File: src/rtl/bcd_7seg_scan_pkg.sv
// Shared definitions for the multiplexed BCD 7-segment scanner:
// active-high segment patterns and a width helper.
package bcd_7seg_scan_pkg;

  // Segment order {g,f,e,d,c,b,a}, bit0 = a, active-high
  localparam logic [6:0] SEG_0    = 7'h3F;
  localparam logic [6:0] SEG_1    = 7'h06;
  localparam logic [6:0] SEG_2    = 7'h5B;
  localparam logic [6:0] SEG_3    = 7'h4F;
  localparam logic [6:0] SEG_4    = 7'h66;
  localparam logic [6:0] SEG_5    = 7'h6D;
  localparam logic [6:0] SEG_6    = 7'h7D;
  localparam logic [6:0] SEG_7    = 7'h07;
  localparam logic [6:0] SEG_8    = 7'h7F;
  localparam logic [6:0] SEG_9    = 7'h6F;
  localparam logic [6:0] SEG_DASH = 7'h40;
  localparam logic [6:0] SEG_OFF  = 7'h00;

  // Ceiling log2, never below 1 so a counter/index always has at least one bit.
  function automatic int clog2(input int value);
    int r;
    r = 0;
    for (int i = 0; i < 32; i++) begin
      if ((64'(1) << r) < 64'(value)) r++;
    end
    return (r < 1) ? 1 : r;
  endfunction

endpackage

File: src/rtl/bcd_7seg_scan_bcd_to_seg7.sv
// Combinational BCD nibble to active-high 7-segment pattern.
// Non-decimal nibbles (A-F) render as a dash.
module bcd_to_seg7
  import bcd_7seg_scan_pkg::*;
(
  input  logic [3:0] nib,
  output logic [6:0] seg
);

  always_comb begin
    seg = SEG_DASH;
    case (nib)
      4'd0:    seg = SEG_0;
      4'd1:    seg = SEG_1;
      4'd2:    seg = SEG_2;
      4'd3:    seg = SEG_3;
      4'd4:    seg = SEG_4;
      4'd5:    seg = SEG_5;
      4'd6:    seg = SEG_6;
      4'd7:    seg = SEG_7;
      4'd8:    seg = SEG_8;
      4'd9:    seg = SEG_9;
      default: seg = SEG_DASH;
    endcase
  end

endmodule

File: src/rtl/bcd_7seg_scan.sv
// Time-multiplexed 7-segment driver for a packed BCD count, with per-frame
// snapshot, anti-ghost blanking at slot start and leading-zero suppression.
module bcd_7seg_scan
  import bcd_7seg_scan_pkg::*;
#(
  parameter int NUM_DIGITS   = 2,
  parameter int SCAN_DIV     = 50000,
  parameter int BLANK_CYCLES = 16,
  parameter bit ACTIVE_LOW   = 1'b1
) (
  input  logic                    CLK,
  input  logic                    RESET,
  input  logic [4*NUM_DIGITS-1:0] BCD,
  output logic [6:0]              SEG,
  output logic [NUM_DIGITS-1:0]   DIG,
  output logic                    FRAME
);

  localparam int CNT_W = clog2(SCAN_DIV);
  localparam int IDX_W = clog2(NUM_DIGITS);

  localparam logic [CNT_W-1:0] CNT_LAST  = CNT_W'(SCAN_DIV - 1);
  localparam logic [CNT_W-1:0] CNT_BLANK = CNT_W'(BLANK_CYCLES - 1);
  localparam logic [IDX_W-1:0] IDX_LAST  = IDX_W'(NUM_DIGITS - 1);

  localparam logic [6:0]            SEG_IDLE = ACTIVE_LOW ? ~SEG_OFF : SEG_OFF;
  localparam logic [NUM_DIGITS-1:0] DIG_IDLE = ACTIVE_LOW ? '1 : '0;

  logic [CNT_W-1:0]        cnt;
  logic [IDX_W-1:0]        idx;
  logic [4*NUM_DIGITS-1:0] snapshot;

  logic                  last_cnt;
  logic                  last_idx;
  logic [IDX_W-1:0]      next_idx;
  logic [NUM_DIGITS-1:0] lz;
  logic                  lz_run;
  logic [3:0]            snap_nib;
  logic                  snap_blank;
  logic [3:0]            next_nib;
  logic                  next_blank;
  logic [6:0]            next_pat;
  logic [NUM_DIGITS-1:0] dig_hot;

  assign last_cnt = (cnt == CNT_LAST);
  assign last_idx = (idx == IDX_LAST);
  assign next_idx = last_idx ? '0 : idx + IDX_W'(1);

  // lz[i]: digit i and every higher snapshot digit are zero; digit 0 never blanks
  always_comb begin
    lz_run = 1'b1;
    lz     = '0;
    for (int i = NUM_DIGITS - 1; i >= 1; i--) begin
      lz_run = lz_run & (snapshot[4*i +: 4] == 4'd0);
      lz[i]  = lz_run;
    end
  end

  always_comb begin
    snap_nib   = '0;
    snap_blank = 1'b0;
    dig_hot    = '0;
    for (int i = 0; i < NUM_DIGITS; i++) begin
      if (next_idx == IDX_W'(i)) begin
        snap_nib   = snapshot[4*i +: 4];
        snap_blank = lz[i];
      end
      if (idx == IDX_W'(i)) dig_hot[i] = 1'b1;
    end
  end

  // At a frame wrap the snapshot is being reloaded, so digit 0 comes from BCD itself
  assign next_nib   = last_idx ? BCD[3:0] : snap_nib;
  assign next_blank = ~last_idx & snap_blank;

  bcd_to_seg7 u_dec (
    .nib (next_nib),
    .seg (next_pat)
  );

  always_ff @(posedge CLK) begin
    if (RESET) begin
      cnt      <= '0;
      idx      <= '0;
      snapshot <= '0;
      FRAME    <= 1'b0;
      SEG      <= SEG_IDLE;
      DIG      <= DIG_IDLE;
    end else begin
      FRAME <= 1'b0;
      if (last_cnt) begin
        cnt <= '0;
        idx <= next_idx;
        DIG <= DIG_IDLE;
        if (next_blank) SEG <= SEG_IDLE;
        else            SEG <= ACTIVE_LOW ? ~next_pat : next_pat;
        if (last_idx) begin
          snapshot <= BCD;
          FRAME    <= 1'b1;
        end
      end else begin
        cnt <= cnt + CNT_W'(1);
        if (cnt == CNT_BLANK) DIG <= ACTIVE_LOW ? ~dig_hot : dig_hot;
      end
    end
  end

endmodule
File: config.mk
export PLATFORM = sky130hd
export DESIGN_NAME = bcd_7seg_scan
export DESIGN_NICKNAME = d
export VERILOG_FILES = /design/src/rtl/bcd_7seg_scan_pkg.sv /design/src/rtl/bcd_7seg_scan_bcd_to_seg7.sv /design/src/rtl/bcd_7seg_scan.sv
export SDC_FILE = /design/constraint.sdc
export NUM_CORES = 1
export LEC_CHECK = 0
export BUFFER_PORTS_ARGS = -buffer_cell sky130_fd_sc_hd__buf_2
export CELL_PAD_IN_SITES_DETAIL_PLACEMENT = 0
export CELL_PAD_IN_SITES_GLOBAL_PLACEMENT = 1
export CORE_UTILIZATION = 45
export CTS_CLUSTER_SIZE = 10
export DETAILED_ROUTE_END_ITERATION = 12
export GPL_TIMING_DRIVEN = 0
export PLACE_DENSITY = 0.84
export SYNTH_ARGS = -nofsm -noshare
export SYNTH_HDL_FRONTEND = slang
export SYNTH_SLANG_ARGS = --single-unit
export TNS_END_PERCENT = 30
File: constraint.sdc
create_clock -name CLK -period 2.7 [get_ports CLK]
set_input_delay 0.405 -clock CLK [delete_from_list [all_inputs] [get_ports CLK]]
set_output_delay 0.405 -clock CLK [all_outputs]
set_load 0.02 [all_outputs]
* After elaboration in Yosys (flattened, before gate mapping)
Memory sizes are Yosys's and may differ from the RTL's. Index checks and enable logic that the tools add are counted.
Storage, ports and cells: register bits after elaboration 35, bits in read-only memories 112, input bits 10, output and inout bits 10, word-level logic and storage cells 27, memories kept 1
Memories:
- (no name shown) | depth 16, bits a word 7, rd ports 1, clocked after memory_dff 0, write ports 0, line bcd_7seg_scan_bcd_to_seg7.sv:12 | case (nib)
Cells by class: $add $sub $neg 2, equal/unequal tests 2, multiplexer cells 7, bitwise gates (word level) 5, reduce and logical (&&, ||, !) cells 4
Operators with widths (number):
- $add 16x1->16 const B | 1
- $eq 16x16->1 const B | 1
- $eq 16x4->1 const B | 1
- $mux 4 | 2
- $mux 7 | 1
- $not 7->7 | 1
- $logic_not 4->1 | 1
- $mux 1 | 4
- $reduce_or 2->1 | 2
- $not 1->1 | 2
- $not 2->2 | 1
- $reduce_and 2->1 | 1
- $add 1x1->1 const B | 1
- $and 1x1->1 | 1

* Depth between registers and ports, before layout
Gate-level depths: netlist (run 1). An unclocked memory read counts as a cell.
depth in word-level cells 7, mapped depth 7, depth with buffers taken out 6

* Cells and area by module
From an unflattened synthesis (run 1), not the netlist that was laid out.
Unflattened totals: cell total of the unflattened synthesis 174, area total of the unflattened synthesis 1639.1 um^2
Modules (own cells, without submodules):
- bcd_7seg_scan | times used 1, cells each 145, area an instance 1413.9 um^2, seq. area each 620.6 um^2
- bcd_to_seg7 | times used 1, cells each 29, area an instance 225.2 um^2, seq. area each 0.0 um^2

* Least setup slack after synthesis (run 1)
OpenSTA, ideal clock, no wires.
kind reg2reg, start point register idx, end point register SEG[4], setup time 0.122 ns, arrival 1.577 ns, data required time 2.578 ns, setup slack 1.001 ns, stages on the path, launching flop included 7, path buffers 1, clock period less this slack 1.699 ns, cell sequence dfxtp_1 -> buf_6 -> mux2i_1 -> ha_1 -> nand2_1 -> mux2_2 -> o32a_1
On the way: longest elaborated chain between the ends 7, elaborated cells on any way between the ends 10, those cells by class add/sub (1); mux (5); bitwise (3); memory (1)
Ends and longest elaborated chain:
- from (decl) | line bcd_7seg_scan.sv:30 | logic [IDX_W-1:0] idx;
- from (signal assigned) | line bcd_7seg_scan.sv:93 | idx <= next_idx;
- $add 1x1->1 | line bcd_7seg_scan.sv:47 | assign next_idx = last_idx ? '0 : idx + IDX_W'(1);
- $mux 1 | line bcd_7seg_scan.sv:47
- $mux 4 | line bcd_7seg_scan.sv:64 | if (next_idx == IDX_W'(i)) begin
- $mux 4 | line bcd_7seg_scan.sv:73 | assign next_nib = last_idx ? BCD[3:0] : snap_nib;
- $mem_v2 16x7
- $not 7->7 | line bcd_7seg_scan.sv:96 | else SEG <= ACTIVE_LOW ? ~next_pat : next_pat;
- $mux 7 * | line bcd_7seg_scan.sv:95 | if (next_blank) SEG <= SEG_IDLE;
- to (signal assigned) | line bcd_7seg_scan.sv:96
- to (decl) | line bcd_7seg_scan.sv:14 | output logic [6:0] SEG,
Every way passes the cells marked *; elsewhere a longest branch is shown, timed or not. A chain may end at the register's enable or synchronous reset.

* Worst setup path in the final report (run 1)
Ends and elaborated chain as after synthesis.

==> metrics.yaml, run 1 <==
status: "completed"
cts_max_level: 2
synth-edff-count: 0
diodes: 0
power.total_uw: 724.0
cts.reportedPaths.clkPinSlew_ps: 90
worstSetupStartpointType: "flop"
gp_congestion: 0.7576
portBuffers: 19
grt_usage_pct: 18.86
syn-cell-area_um2: 1536
vias: 1265
path_cells: "buf_6 -> mux2i_1 -> ha_1 -> nand2_1 -> mux2_2 -> o32a_1"
setup_viol: 0
syn_area_per_cell_um2: 9.200
post_cts_resized: 0
drt_wl_total_um: 3005
setup_tns_ps: 0
fmax_mhz: 536.2
synth.distinct_cells: 43
final_nets: 209
num_rows: 20
firstDrtPassIters: 4
critPathLaunch: "idx"
clk_latency_ps: 320
grt_pass1_wl_um: 4947
cp.arrival_ps: 2080
ys.flop_type: "dfxtp_1"
fin_crit_sh_pct: 69.07
hp-class: "in -> reg"
r2r-end: "SEG[4]"
rsz0062_at_grt: "false"
required_ps: 2920
antenna_found_initial: 0
worstMarginPinSlew_ps: 483.2
clk_path_buf_depth: 2
final_layout_size_suffix_gt1_share_pct: 21.35
holdWs_ps: 330.9
maxCapViolCount: 0
ys_seq_area_share_pct: 40.39
final_max_slew_viol_count: 0
overflow: 0
critPathCaptureType: "flop"
grt_pass1_vias: 1132
stdcell_count: 236
final_cell_mix: "dfxtp_1 (31), buf_2 (23), nor2_1 (17), o21ai_0 (9)"
skew_ps: 3.334
syn_nets: 183
crit_buf_inv: 1
die-width_um: 60.43
dp_hpwl_um: 2288
cts_tree: "done"
rrSetupSlack_ps: 830
crit_family: "multiplexers"
start_util_pct: 48.73
core-area_um2: 3153
drc_errors: 0
syn2layout_area_growth_pct: 12.46
p_per_area_nw_per_um2: 419.0
place_inst: 230
grt_max_degree: 11
yosysWarnings: 0
dr.first_iter.drc_count: 88
holdBufCountCts: 0
dieArea_um2: 3652
syn-instance-count: 167
clk_root_buffer_cell: "clkbuf_4"
wire_per_inst_um: 12.73
hold_violations: 0
post_cts_buffers: 0
path_max_fanout: 6
ios: 20
slew_headroom_pct: 66.86
vdd_drop_max_mv: 0.2315
reg2reg_depth: 6
final_core_utilization_pct: 54.80
crit_type: "reg -> reg"
slowest_stage: "mux2i_1"
cts_made_buffers: 5
cts.sinks: 31
final_common_cell: "dfxtp_1"
cpPeakStageDelay_ps: 450
period_needed_ps: 1865
crit_end: "SEG[4]"
synth_seq_cells: 31
viasPerCell: 5.360
synthArstFlopShare_pct: 0
die_height_um: 60.43
r2r_start: "idx"
worst-path-stages: 6
ant_nets: 0
leakage_nw: 0.6454
-- through the flow --
stage	worst slack (ps)	cell area (µm²)
floorplan	1001	1536
global placement	869.6	1687
detailed placement	826.0	1687
CTS	824.3	1728
global route	662.6	1728
finish	835.0	1728
-- layer usage --
layer | wire, µm | global-route usage, % | share of wire [%]
met1 | 1457 | 23.34 | 48
met2 | 1384 | 30.14 | 46
met3 | 95 | 4.478 | 3.2
met4 | 68 | 10.71 | 2.3
met5 | 0 | 0 | 0
-- where the power goes --
part	internal [mW]	switching [mW]	total, mW
clock network	0.0924	0.141	0.233
registers	0.461	0.00395	0.465
logic	0.0127	0.0139	0.0266
-- layout make-up --
class	instances	area [µm²]
Fill cell	306	1425
Multi-Input combinational cell	124	850.8
Sequential cell	31	620.6
Timing Repair Buffer	19	95.09
Tap cell	44	55.05
Buffer	8	50.05
Clock buffer	6	41.29
Inverter	4	15.01
-- synthesized netlist by cell type, drive strengths merged (5+ instances only) --
| library cell | n | area [µm²] |
|---|---|---|
| nor2 | 17 | 63.81 |
| xnor2 | 8 | 70.07 |
| nand3 | 7 | 40.04 |
| a2bb2oi | 5 | 43.79 |
| nand2 | 8 | 30.03 |
| buf | 6 | 42.54 |
| o21ai | 9 | 45.04 |
| nand4 | 8 | 50.05 |
| dfxtp | 31 | 620.6 |
| mux2i | 6 | 72.57 |
| a21oi | 8 | 43.79 |
| ha | 6 | 75.07 |
| nor3 | 7 | 40.04 |
-- how the worst min path moves through the flow --
stage,startpoint,to,slack [ps],cells past startpoint
detailed placement,SEG[6],SEG[6],460,1
global route,RESET,SEG[6],330,2
CTS,RESET,SEG[6],320,2
finish,RESET,SEG[6],330,2
global placement,cnt[0],cnt[0],440,1
floorplan,cnt[0],cnt[0],430,1
-- sequential cells by signal (all words and copies together) (netlist names) --
signal and cells:
idx 1, FRAME 1, snapshot 4, SEG 7
cnt 16, DIG 2
-- cells by family (layout without fill, tap and decap cells) --
group | Yosys count | after routing | synth area share [%]
DFF | 31 | 31 | 40.39
adders and majority gates | 6 | 6 | 4.886
AOI/OAI and AO/OA | 31 | 31 | 13.27
and+or+nand+nor | 68 | 68 | 24.92
buffers and inverters | 12 | 37 | 4.234
xor gates and xnor gates | 12 | 12 | 6.840
muxes | 7 | 7 | 5.456
(Power assumes the default switching activity.)
==> run 2, diff against run 1 <==
CORE_UTILIZATION = 43   (was 45)
PLACE_DENSITY = 0.81   (was 0.84)
clock period = 1.84 ns   (was 2.7 ns; I/O delays follow)
==> metrics.yaml, run 2 (same netlist as run 1, synthesis figures left out) <==
vdd_drop_max_mv: 0.3469
reg_top3: "cnt x16, SEG x7, snapshot x4"
p_per_area_nw_per_um2: 648.8
dp_hpwl_um: 2353
path_max_fanout: 5
cp.arrival_ps: 1940
wire_per_inst_um: 12.84
viasPerCell: 5.311
ios: 20
syn2layout_area_growth_pct: 17.43
num_rows: 21
clk_root_buffer_cell: "clkbuf_4"
start_util_pct: 45.33
period_needed_ps: 1729
final_max_slew_viol_count: 0
multi_input_area_um2: 889.6
hp-class: "in -> reg"
cts.reportedPaths.clkPinSlew_ps: 90
hold_violations: 0
grt_pass1_wl_um: 5092
die_height_um: 61.78
grt_usage_pct: 18.43
status: "completed"
fmax_mhz: 578.2
final_nets: 210
core-area_um2: 3390
power.total_mw: 1.171
vias: 1280
regArea_um2: 620.6
diodes: 0
place_inst: 232
final_common_cell: "dfxtp_1"
clk_path_buf_depth: 2
fill_cells: 321
worstSetupStartpointType: "flop"
die-width_um: 61.78
slew_headroom_pct: 74.15
cts_tree: "done"
final_layout_size_suffix_gt1_share_pct: 24.62
cts_made_buffers: 5
skew_ps: 4.176
required_ps: 2050
drt_wl_total_um: 3094
largest_reg_flops: 16
dieArea_um2: 3816
overflow: 0
top_register: "cnt"
dr.first_iter.drc_count: 106
leakage_nw: 0.6737
worstMarginPinSlew_ps: 380.3
fin_crit_sh_pct: 93.99
clk_latency_ps: 320
critPathCaptureType: "flop"
drc_errors: 0
antenna_found_initial: 0
setup_tns_ps: 0
cts.sinks: 31
stdcell_count: 241
portBuffers: 19
final_cell_mix: "dfxtp_1 (31), buf_2 (23), nor2_1 (17), o21ai_0 (9)"
cts_max_level: 2
grt_pass1_vias: 1168
firstDrtPassIters: 4
grt_max_degree: 11
maxCapViolCount: 0
ant_nets: 0
gp_congestion: 0.7784
holdBufCountCts: 0
crit_type: "reg -> reg"
setup_viol: 0
[run 2: path summary, 6_finish.rpt]
path              startpoint  endpoint  slack, ps  cells after the start
setup / recovery      cnt[0]    SEG[3]        110                      6
hold reg to reg       cnt[0]    cnt[0]        480                      1
hold / removal         RESET    SEG[6]        200                      2
setup reg to reg      cnt[0]    SEG[3]        110                      6
[run 2: final cells by class]
cell class / instances / share of cell area [%]
Buffer: 8 / 2.774
Clock buffer: 8 / 3.814
Inverter: 4 / 0.8322
Multi-Input combinational cell: 124 / 49.31
Sequential cell: 31 / 34.40
Tap cell: 46 / 3.190
Timing Repair Buffer: 20 / 5.687
[run 2: metal layers]
metal | vias up | GRT usage [%] | wire [µm]
met1 | 592 | 23.30 | 1483
met5 | - | 0 | 0
met2 | 33 | 30.26 | 1429
met3 | 2 | 6.211 | 159
li1 | 653 | - | -
met4 | 0 | 4.762 | 22
[run 2: worst max-delay path, cell delays in order (launching register included)]
cell	delay [ps]
dfxtp_1	390
ha_1	240
and3_1	260
nand4_1	170
buf_4	200
nor3_4	250
a2bb2oi_1	100
[run 2: metrics by stage]
stage	hold WS, ps	area (µm²)	worst slack (ps)	util [%]
CTS	173.5	1765	43.09	52.09
global route	188.0	1804	-2.072	53.23
detailed placement	454.7	1689	-35.59	49.83
floorplan	370.4	1536	141.0	-
finish	204.6	1804	110.6	53.23
global placement	447.7	1689	-9.499	49.83
[run 2: where the power goes]
part / total, mW / internal [mW] / switching [mW]
Clock: 0.447 / 0.225 / 0.223
Sequential: 0.683 / 0.676 / 0.00659
Combinational: 0.0405 / 0.0191 / 0.0215
Total: 1.17 / 0.920 / 0.251
[run 2: what timing repair did]
item	4_1_cts	5_1_grt
pin swaps	0	1
setup buffers	0	1
setup endpoints to repair	2	26
endpoints found under the hold margin	0	0
gates resized for setup	2	5
==> run 3, diff against run 2 <==
ABC_AREA = 1   (was unset)
CORE_UTILIZATION = 41   (was 43)
==> metrics.yaml, run 3 <==
grt_pass1_wl_um: 6541
setup_viol: 0
synth_seq_cells: 31
reg_top3: "cnt x16, SEG x7, snapshot x4"
fill_cells: 432
worstMarginPinSlew_ps: 404.1
largest_reg_flops: 16
syn_area_per_cell_um2: 6.765
vias: 1654
syn2layout_area_growth_pct: 13.71
syn-cell-area_um2: 1779
p_per_area_nw_per_um2: 613.0
status: "completed"
ys.flop_type: "dfxtp_1"
grt_usage_pct: 19.25
die_height_um: 67.88
rsz0062_at_grt: "false"
top_register: "cnt"
vdd_drop_max_mv: 0.4496
cts_max_level: 2
critPathCaptureType: "flop"
cts.reportedPaths.clkPinSlew_ps: 70
dr.first_iter.drc_count: 146
leakage_nw: 0.9035
final_cell_mix: "nand2_1 (60), nor2_1 (42), nand3_1 (38), dfxtp_1 (31), inv_1 (27)"
skew_ps: 5.243
drc_errors: 0
place_inst: 332
setup_tns_ps: 0
ios: 20
hold_violations: 0
final_max_slew_viol_count: 0
final_common_cell: "nand2_1"
yosysMostFrequentCell: "nand2_1"
antenna_found_initial: 0
clk_root_buffer_cell: "clkbuf_8"
syn-instance-count: 263
synth-edff-count: 0
clk_path_buf_depth: 2
viasPerCell: 4.865
num_rows: 23
final_layout_size_suffix_gt1_share_pct: 20.00
final_nets: 305
firstDrtPassIters: 4
overflow: 0
gp_congestion: 0.8764
synth_common_cells: "nand2_1 (61), nor2_1 (42), nand3_1 (38)"
syn_nets: 279
grt_pass1_vias: 1450
cts.sinks: 31
maxCapViolCount: 0
worstSetupStartpointType: "flop"
fin_crit_sh_pct: 88.58
post_cts_buffers: 0
cts_made_buffers: 5
period_needed_ps: 1630
slew_headroom_pct: 72.96
grt_max_degree: 11
portBuffers: 19
synth.distinct_cells: 26
synth_top_area_cell: "dfxtp_1"
yosysWarnings: 0
synthArstFlopShare_pct: 0
crit_type: "reg -> reg"
ant_nets: 0
ys_seq_area_share_pct: 34.88
required_ps: 2000
cts_tree: "done"
clk_latency_ps: 290
die-width_um: 67.88
fmax_mhz: 613.5
diodes: 0
final_core_utilization_pct: 49.51
dp_hpwl_um: 2912
wire_per_inst_um: 11.04
core-area_um2: 4086
drt_wl_total_um: 3754
synthTopCellsByArea: "dfxtp_1 (35%), nand2_1 (13%), nand3_1 (11%)"
path_max_fanout: 9
hp-class: "in -> reg"
dieArea_um2: 4607
stdcell_count: 340
start_util_pct: 43.54
synth_top_area_share_pct: 34.88
cp.arrival_ps: 1790
-- run 3: critical path, cell delays in order (launching register included) --
cell and delay, ps:
dfxtp_1 300, buf_4 160, inv_2 120, nand2_1 70
nand2_1 150, inv_1 90, ha_1 190, inv_1 60
nand3_1 70, nand3_1 80, nand3_1 80, nand2_1 70
nand3_1 60
-- run 3: cells by family after synthesis --
kind of cell / Yosys count / synth area share (%)
flip-flops: 31 / 34.88
adder cells (fa/ha/maj): 6 / 4.219
buffers and inverters: 39 / 9.142
XOR/XNOR: 4 / 1.969
AND/OR/NAND/NOR: 170 / 45.22
AO/OA/AOI/OAI: 13 / 4.571
-- run 3: cell type report --
type / count / area [µm²] / share of cell area (%)
clock inverter: 3 / 15.01 / 0.7421
inverter: 34 / 128.9 / 6.370
sequential: 31 / 620.6 / 30.67
clock buffer: 5 / 68.82 / 3.401
buffer: 5 / 33.78 / 1.670
timing repair buffer: 19 / 95.09 / 4.700
multi-input combinational: 193 / 998.5 / 49.35
tap: 50 / 62.56 / 3.092
-- run 3: path summary, 6_finish.rpt --
| path | startpoint | to | slack, ps | depth (start not counted) |
|---|---|---|---|---|
| worst max-delay path | idx | SEG[5] | 210 | 12 |
| worst min-delay path | BCD[5] | snapshot[5] | 230 | 3 |
| worst max register to register | idx | SEG[5] | 210 | 12 |
| worst min register to register | cnt[0] | cnt[0] | 450 | 1 |
-- run 3: where the power goes --
group | total, mW | internal [mW] | leakage, nW | switching (mW)
Sequential | 0.680 | 0.676 | 0.251 | 0.00345
Combinational | 0.0433 | 0.0181 | 0.605 | 0.0252
Clock | 0.517 | 0.258 | 0.0477 | 0.259
-- run 3: what timing repair did --
action / 4_1_cts / 5_1_grt
endpoints found under the hold margin: 0 / 0
gates resized for setup: 0 / 1
setup endpoints to repair: 0 / 2
hold buffers: 0 / 0
-- run 3: per-stage QoR --
step / worst slack, ps / total power, mW / instance area, µm² / hold slack [ps]
floorplan: 393.1 / 0.7223 / 1779 / 417.8
global placement: 156.6 / 0.7388 / 1937 / 430.1
detailed placement: 187.3 / 0.7388 / 1937 / 439.5
CTS: 188.5 / 1.261 / 2021 / 221.4
global route: 37.91 / 1.295 / 2023 / 249.3
finish: 210.0 / 1.240 / 2023 / 226.0
-- run 3: layer usage --
layer	vias to the layer above	global-route usage [%]	part of all wire, %
met3	4	5.500	6.0
met1	718	27.88	54
li1	884	-	-
met4	0	7.031	1.2
met2	48	26.61	39
met5	-	0	0
